==> src/rtl/mod6_phase_tracker_if.sv <==
// mod6_phase_tracker_if
// Bundles the sample inputs and the decoded/status outputs of the mod-6
// phase tracker. Clock and reset stay outside as plain module ports.
//   en, Qa, Qb, Qc : sample enable and counter state bits (master -> slave)
//   phase_idx, phase_onehot, valid, locked, wrap, err_illegal, err_seq,
//   cycle_count, err_count : tracker results (slave -> master)
interface mod6_phase_tracker_if #(
  parameter int CYC_W = 16,
  parameter int ERR_W = 8
);
  logic             en;
  logic             Qa;
  logic             Qb;
  logic             Qc;
  logic [2:0]       phase_idx;
  logic [5:0]       phase_onehot;
  logic             valid;
  logic             locked;
  logic             wrap;
  logic             err_illegal;
  logic             err_seq;
  logic [CYC_W-1:0] cycle_count;
  logic [ERR_W-1:0] err_count;

  modport master (
    output en, Qa, Qb, Qc,
    input  phase_idx, phase_onehot, valid, locked, wrap,
           err_illegal, err_seq, cycle_count, err_count
  );

  modport slave (
    input  en, Qa, Qb, Qc,
    output phase_idx, phase_onehot, valid, locked, wrap,
           err_illegal, err_seq, cycle_count, err_count
  );
endinterface

==> src/rtl/mod6_phase_tracker.sv <==
// mod6_phase_tracker
// Samples the JK mod-6 counter state {Qa,Qb,Qc}, decodes it to a phase index
// and one-hot phase, checks each transition against the legal sequence,
// acquires/holds lock, counts completed cycles and flags errors.
//   clk  : rising-edge clock shared with the counter
//   rst  : asynchronous active-high reset
//   trk  : slave side of mod6_phase_tracker_if (inputs en/Qa/Qb/Qc,
//          all registered outputs)
//
// state  | meaning
// SEARCH | no reference phase yet; next legal code is accepted unchecked
// ACQ    | tracking, counting consecutive correct transitions toward lock
// LOCKED | LOCK_COUNT correct transitions seen; cycles are counted
module mod6_phase_tracker #(
  parameter int LOCK_COUNT = 6,
  parameter int CYC_W      = 16,
  parameter int ERR_W      = 8,
  parameter int ALLOW_HOLD = 0
) (
  input  logic                     clk,
  input  logic                     rst,
  mod6_phase_tracker_if.slave      trk
);

  typedef enum logic [1:0] {SEARCH, ACQ, LOCKED} state_t;

  localparam logic [3:0] LOCK_N = 4'(LOCK_COUNT);

  state_t           state_q;
  logic [2:0]       prev_q;
  logic [3:0]       match_q;
  logic [2:0]       phase_idx_q;
  logic [5:0]       phase_onehot_q;
  logic             valid_q;
  logic             wrap_q;
  logic             err_illegal_q;
  logic             err_seq_q;
  logic [CYC_W-1:0] cycle_count_q;
  logic [ERR_W-1:0] err_count_q;

  logic       code_legal;
  logic [2:0] code_idx;
  logic [2:0] succ_idx;
  logic       is_succ;
  logic       is_hold;
  logic [3:0] match_inc;

  // Gray-like JK counter code map; 100 and 111 never occur in a healthy counter.
  always_comb begin
    code_legal = 1'b1;
    code_idx   = 3'd0;
    case ({trk.Qa, trk.Qb, trk.Qc})
      3'b000:  code_idx = 3'd0;
      3'b010:  code_idx = 3'd1;
      3'b011:  code_idx = 3'd2;
      3'b110:  code_idx = 3'd3;
      3'b101:  code_idx = 3'd4;
      3'b001:  code_idx = 3'd5;
      default: code_legal = 1'b0;
    endcase
  end

  assign succ_idx  = (prev_q == 3'd5) ? 3'd0 : prev_q + 3'd1;
  assign is_succ   = (code_idx == succ_idx);
  assign is_hold   = (code_idx == prev_q) && (ALLOW_HOLD != 0);
  assign match_inc = match_q + 4'd1;

  always_ff @(posedge clk or posedge rst) begin
    if (rst) begin
      state_q        <= SEARCH;
      prev_q         <= 3'd0;
      match_q        <= 4'd0;
      phase_idx_q    <= 3'd0;
      phase_onehot_q <= 6'd0;
      valid_q        <= 1'b0;
      wrap_q         <= 1'b0;
      err_illegal_q  <= 1'b0;
      err_seq_q      <= 1'b0;
      cycle_count_q  <= '0;
      err_count_q    <= '0;
    end else begin
      wrap_q        <= 1'b0;
      err_illegal_q <= 1'b0;
      err_seq_q     <= 1'b0;
      if (trk.en) begin
        if (!code_legal) begin
          // phase_idx and prev phase deliberately keep their last values
          err_illegal_q  <= 1'b1;
          state_q        <= SEARCH;
          valid_q        <= 1'b0;
          phase_onehot_q <= 6'd0;
          match_q        <= 4'd0;
          if (err_count_q != '1) err_count_q <= err_count_q + ERR_W'(1);
        end else begin
          valid_q        <= 1'b1;
          phase_idx_q    <= code_idx;
          phase_onehot_q <= 6'b000001 << code_idx;
          prev_q         <= code_idx;
          if (state_q == SEARCH) begin
            state_q <= ACQ;
            match_q <= 4'd0;
          end else if (is_succ) begin
            if (state_q == ACQ) begin
              match_q <= match_inc;
              if (match_inc == LOCK_N) state_q <= LOCKED;
            end else if (match_q != LOCK_N) begin
              match_q <= match_inc;
            end
            if (prev_q == 3'd5) begin
              wrap_q <= 1'b1;
              // a wrap on the very edge that achieves lock is not a counted cycle
              if (state_q == LOCKED) cycle_count_q <= cycle_count_q + CYC_W'(1);
            end
          end else if (!is_hold) begin
            // wrong code is adopted as the new reference phase
            err_seq_q <= 1'b1;
            match_q   <= 4'd0;
            state_q   <= ACQ;
            if (err_count_q != '1) err_count_q <= err_count_q + ERR_W'(1);
          end
        end
      end
    end
  end

  assign trk.phase_idx    = phase_idx_q;
  assign trk.phase_onehot = phase_onehot_q;
  assign trk.valid        = valid_q;
  assign trk.locked       = (state_q == LOCKED);
  assign trk.wrap         = wrap_q;
  assign trk.err_illegal  = err_illegal_q;
  assign trk.err_seq      = err_seq_q;
  assign trk.cycle_count  = cycle_count_q;
  assign trk.err_count    = err_count_q;

endmodule

==> src/flat_wrapper.sv <==
// flat-port wrapper written by rule: the top's interface ports become plain ports
module mod6_phase_tracker_flat 
#(
  parameter int LOCK_COUNT = 6,
  parameter int CYC_W      = 16,
  parameter int ERR_W      = 8,
  parameter int ALLOW_HOLD = 0
)
  (clk, rst, trk_en, trk_Qa, trk_Qb, trk_Qc, trk_phase_idx, trk_phase_onehot, trk_valid, trk_locked, trk_wrap, trk_err_illegal, trk_err_seq, trk_cycle_count, trk_err_count);
  mod6_phase_tracker_if #(.CYC_W(CYC_W), .ERR_W(ERR_W)) trk_i ();
  input  logic clk;
  input  logic rst;
  input wire logic [$bits(trk_i.en)-1:0] trk_en;
  input wire logic [$bits(trk_i.Qa)-1:0] trk_Qa;
  input wire logic [$bits(trk_i.Qb)-1:0] trk_Qb;
  input wire logic [$bits(trk_i.Qc)-1:0] trk_Qc;
  output wire logic [$bits(trk_i.phase_idx)-1:0] trk_phase_idx;
  output wire logic [$bits(trk_i.phase_onehot)-1:0] trk_phase_onehot;
  output wire logic [$bits(trk_i.valid)-1:0] trk_valid;
  output wire logic [$bits(trk_i.locked)-1:0] trk_locked;
  output wire logic [$bits(trk_i.wrap)-1:0] trk_wrap;
  output wire logic [$bits(trk_i.err_illegal)-1:0] trk_err_illegal;
  output wire logic [$bits(trk_i.err_seq)-1:0] trk_err_seq;
  output wire logic [$bits(trk_i.cycle_count)-1:0] trk_cycle_count;
  output wire logic [$bits(trk_i.err_count)-1:0] trk_err_count;
  assign trk_i.en = trk_en;
  assign trk_i.Qa = trk_Qa;
  assign trk_i.Qb = trk_Qb;
  assign trk_i.Qc = trk_Qc;
  assign trk_phase_idx = trk_i.phase_idx;
  assign trk_phase_onehot = trk_i.phase_onehot;
  assign trk_valid = trk_i.valid;
  assign trk_locked = trk_i.locked;
  assign trk_wrap = trk_i.wrap;
  assign trk_err_illegal = trk_i.err_illegal;
  assign trk_err_seq = trk_i.err_seq;
  assign trk_cycle_count = trk_i.cycle_count;
  assign trk_err_count = trk_i.err_count;
  mod6_phase_tracker #(.LOCK_COUNT(LOCK_COUNT), .CYC_W(CYC_W), .ERR_W(ERR_W), .ALLOW_HOLD(ALLOW_HOLD)) u_core (.clk(clk), .rst(rst), .trk(trk_i));
endmodule
==> config.mk <==
export PLATFORM = sky130hd
export DESIGN_NAME = mod6_phase_tracker_flat
export DESIGN_NICKNAME = d
export VERILOG_FILES = /design/src/rtl/mod6_phase_tracker_if.sv /design/src/rtl/mod6_phase_tracker.sv /design/src/flat_wrapper.sv
export SDC_FILE = /design/constraint.sdc
export NUM_CORES = 1
export LEC_CHECK = 0
export CELL_PAD_IN_SITES_DETAIL_PLACEMENT = 1
export CELL_PAD_IN_SITES_GLOBAL_PLACEMENT = 1
export CORE_ASPECT_RATIO = 1.4
export CORE_MARGIN = 2
export CORE_UTILIZATION = 45
export CTS_BUF_LIST = sky130_fd_sc_hd__clkbuf_2 sky130_fd_sc_hd__clkbuf_4 sky130_fd_sc_hd__clkbuf_8
export DETAILED_ROUTE_END_ITERATION = 6
export PLACE_DENSITY = 0.93
export SYNTH_ARGS = -nofsm -noshare
export SYNTH_HDL_FRONTEND = slang
export SYNTH_SLANG_ARGS = --single-unit
==> constraint.sdc <==
create_clock -name clk -period 3.9 [get_ports clk]
set_clock_uncertainty 0.15 [all_clocks]
set_input_delay 0.975 -clock clk [delete_from_list [all_inputs] [get_ports clk]]
set_output_delay 0.975 -clock clk [all_outputs]
set_load 0.01 [all_outputs]
==> results.cfg <==
[status]
outcome = finished, final reports clean

[critical_path]
critPathMaxFanout = 13
critical_path_class = in -> reg
cp.required_ns = 3.95
start_kind = input port
cp-end-kind = flip-flop
reg2regPathDepth = 5
arrival_ns = 3.47

[synthesis]
ys_types = 56
synth_warnings = 0
synthTopCellsByArea = dfrtp_1 (46%), xor2_1 (5.6%), nand2_1 (2.9%), ha_1 (2.7%), nand3_1 (2.1%)
synth_seq_cells = 43
synth_area_sq_um = 2350
synth_edf_count = 0
synth_top_area_share_pct = 45.8
synth_area_leader_cell = dfrtp_1
synth_seq_area_share_pct = 45.8
ys_async_sr_fraction_pct = 100
yosysMostFrequentCell = dfrtp_1
postSynthAreaPerCell_sq_um = 10.3
ys.flop_type = dfrtp_1
syn_inst = 229
ys_top_cells_by_count = dfrtp_1 (43), nand2_1 (18), xor2_1 (15)
syn_nets = 240

[detailed_routing]
routed_wl_mm = 6.32
wl_per_cell_um = 18.6
vias_per_cell = 5.91
drc = 0
num_vias = 2010
drtIter0Drc = 51
drtPass1Iterations = 4
detail-route-antenna-nets = 0

[timing]
drv_slew = 0
fin_crit_sh_pct = 87.8
fin_crit_ns = 3.42
hold_viol_final = 0
worst_hold_slack_ns = 0.348
fin_ws_ns = 0.475
max_freq_mhz = 292
rsz0062_at_grt = no
tns_ns = 0
max_slew_margin_pct = 16.5
tightest_slew_ns = 1.25
setup_violations = 0

[clock_network]
tritoncts = built
cts_max_path_buffers = 2
clk_latency_ns = 0.31
post_cts_buffers = 0
cts_buffers = 5
path_clk_slew_ns = 0.09
post_cts_resize_count = 0
cts.htree.levels = 2
cts_root_buffer = clkbuf_8
cts_sinks = 43
cts_hold_buffers = 0

[floorplan]
fp.dieH_um = 89.5
io_pins = 44
core_area_sq_um = 5120
die_x_um = 65.1
dieArea_sq_um = 5820
rows = 31
floorplan.initialDensity_pct = 45.9

[global_routing]
grt_pass1_wl_mm = 10.4
met2_usage_pct = 44.0
grtUsageMet3_pct = 3.65
grt_max_degree = 25
grt-ovfl-total = 0
grt_pass1_vias = 2097
antenna_found_initial = 0
use_met1_pct = 26.8
grt-busiest-layer = met2
grt_usage_pct = 23.3

[placed_design]
port_buffers = 43
place_ws_ns = 0.177
place_congestion = 0.783
hpwlAfterDp_mm = 4.57
place_inst = 332

[worst_hold_path]
worstHoldPathType = reg -> reg
holdPathStages = 1

[layout]
antenna_cells = 0
nets = 284
syn2layout_area_growth_pct = 25.8
final_layout_size_suffix_gt1_share_pct = 10.2
finalNonFillerCells = 340

[power_and_ir_drop]
p_leak_nw = 1.25
peakVddDrop_mv = 0.333
power_density_nw_per_um2 = 408

[job]
drv_cap = 0
==> logic make-up after synthesis <==
family	count (synthesis)	share of synthesized area (%)
simple gates	89	23.7
compound gates	47	15.4
flops	43	45.8
buf+inv	23	3.99
xor+xnor	20	7.45
fa+ha+maj	5	2.66
mux	2	0.958
==> path summary, 6_finish.rpt <==
path / startpoint / to / slack [ns]
min: u_core.trk.cycle_count[15]$_DFFE_PP0P_ / u_core.trk.cycle_count[15]$_DFFE_PP0P_ / 0.35
max reg2reg: u_core.prev_q[0]$_DFFE_PP0P_ / u_core.trk.cycle_count[10]$_DFFE_PP0P_ / 1.24
max: trk_Qa / u_core.state_q[0]$_DFFE_PP0P_ / 0.48
max in group asynchronous: rst / u_core.match_q[0]$_DFFE_PP0P_ / 2.02
min in group asynchronous: rst / u_core.trk.cycle_count[10]$_DFFE_PP0P_ / 0.84
min reg2reg: u_core.trk.cycle_count[15]$_DFFE_PP0P_ / u_core.trk.cycle_count[15]$_DFFE_PP0P_ / 0.35
==> per-stage QoR <==
| step | util, % | cell area, sq um | power (mW) |
|---|---|---|---|
| 3_3_place_gp | 55.7 | 2850 | 0.877 |
| 5_1_grt | 57.7 | 2960 | 1.27 |
| 2_1_floorplan | - | 2350 | 0.742 |
| 4_1_cts | 57.7 | 2960 | 1.22 |
| 3_5_place_dp | 55.7 | 2850 | 0.896 |
| 6_report | 57.7 | 2960 | 1.21 |
==> state kept, by name (all words and copies together) (netlist names) <==
signal	flops
u_core.trk.wrap	1
u_core.prev_q	3
u_core.trk.valid	1
u_core.trk.err_illegal	1
u_core.trk.cycle_count	16
u_core.state_q	2
u_core.trk.err_seq	1
u_core.trk.phase_onehot	6
u_core.match_q	4
u_core.trk.err_count	8
==> layout make-up <==
cell class | count | area [sq um]
Fill cell | 578 | 2160
Multi-Input combinational cell | 163 | 1180
Sequential cell | 43 | 1080
Timing Repair Buffer | 48 | 468
Clock buffer | 7 | 96.3
Tap cell | 66 | 82.6
Inverter | 12 | 45.0
Clock inverter | 1 | 7.51
==> cells in the final DEF (no fill, tap or decap), types with 2 or more instances in the layout <==
master | netlist | routed
dfrtp_1 | 43 | 43
clkbuf_8 | 0 | 7
and3_1 | 4 | 4
a211oi_1 | 3 | 3
xor2_1 | 15 | 15
clkdlybuf4s50_1 | 0 | 43
nor2_1 | 6 | 6
nand2b_1 | 4 | 4
or3_1 | 2 | 2
o2bb2ai_1 | 5 | 5
a311oi_1 | 3 | 3
a21oi_1 | 3 | 3
nor4_2 | 2 | 2
a22o_1 | 2 | 2
or2_2 | 2 | 2
nor3_1 | 6 | 6
nor4_1 | 6 | 6
ha_1 | 5 | 5
and4_1 | 2 | 2
nor3b_1 | 2 | 2
o31ai_1 | 4 | 4
a41o_1 | 2 | 2
o22ai_1 | 7 | 7
nand4b_1 | 4 | 4
nand2_1 | 18 | 18
nand4_1 | 4 | 4
xnor2_1 | 5 | 5
nor3_2 | 4 | 4
buf_4 | 1 | 5
and2_1 | 2 | 2
inv_1 | 12 | 11
nand3_1 | 10 | 10
nor2b_1 | 3 | 3
o21ai_0 | 7 | 7
==> layer usage <==
layer  up-vias  wire [um]
li1        930          -
met1      1013       2530
met2        56       3450
met3        11        208
met4         0        127
met5         -          0
==> critical path, stage by stage <==
cell and delay (ns):
clkdlybuf4s50_1 0.64, xor2_1 0.27, o31ai_1 0.15, o22ai_1 0.96
nand2_1 0.21, a31o_1 0.26
==> power by group <==
part / leakage, nW / internal [mW] / switching, mW
logic: 0.646 / 0.157 / 0.174
registers: 0.556 / 0.494 / 0.0616
clock network: 0.0505 / 0.161 / 0.159
total: 1.25 / 0.812 / 0.394
(Power assumes the default switching activity.)
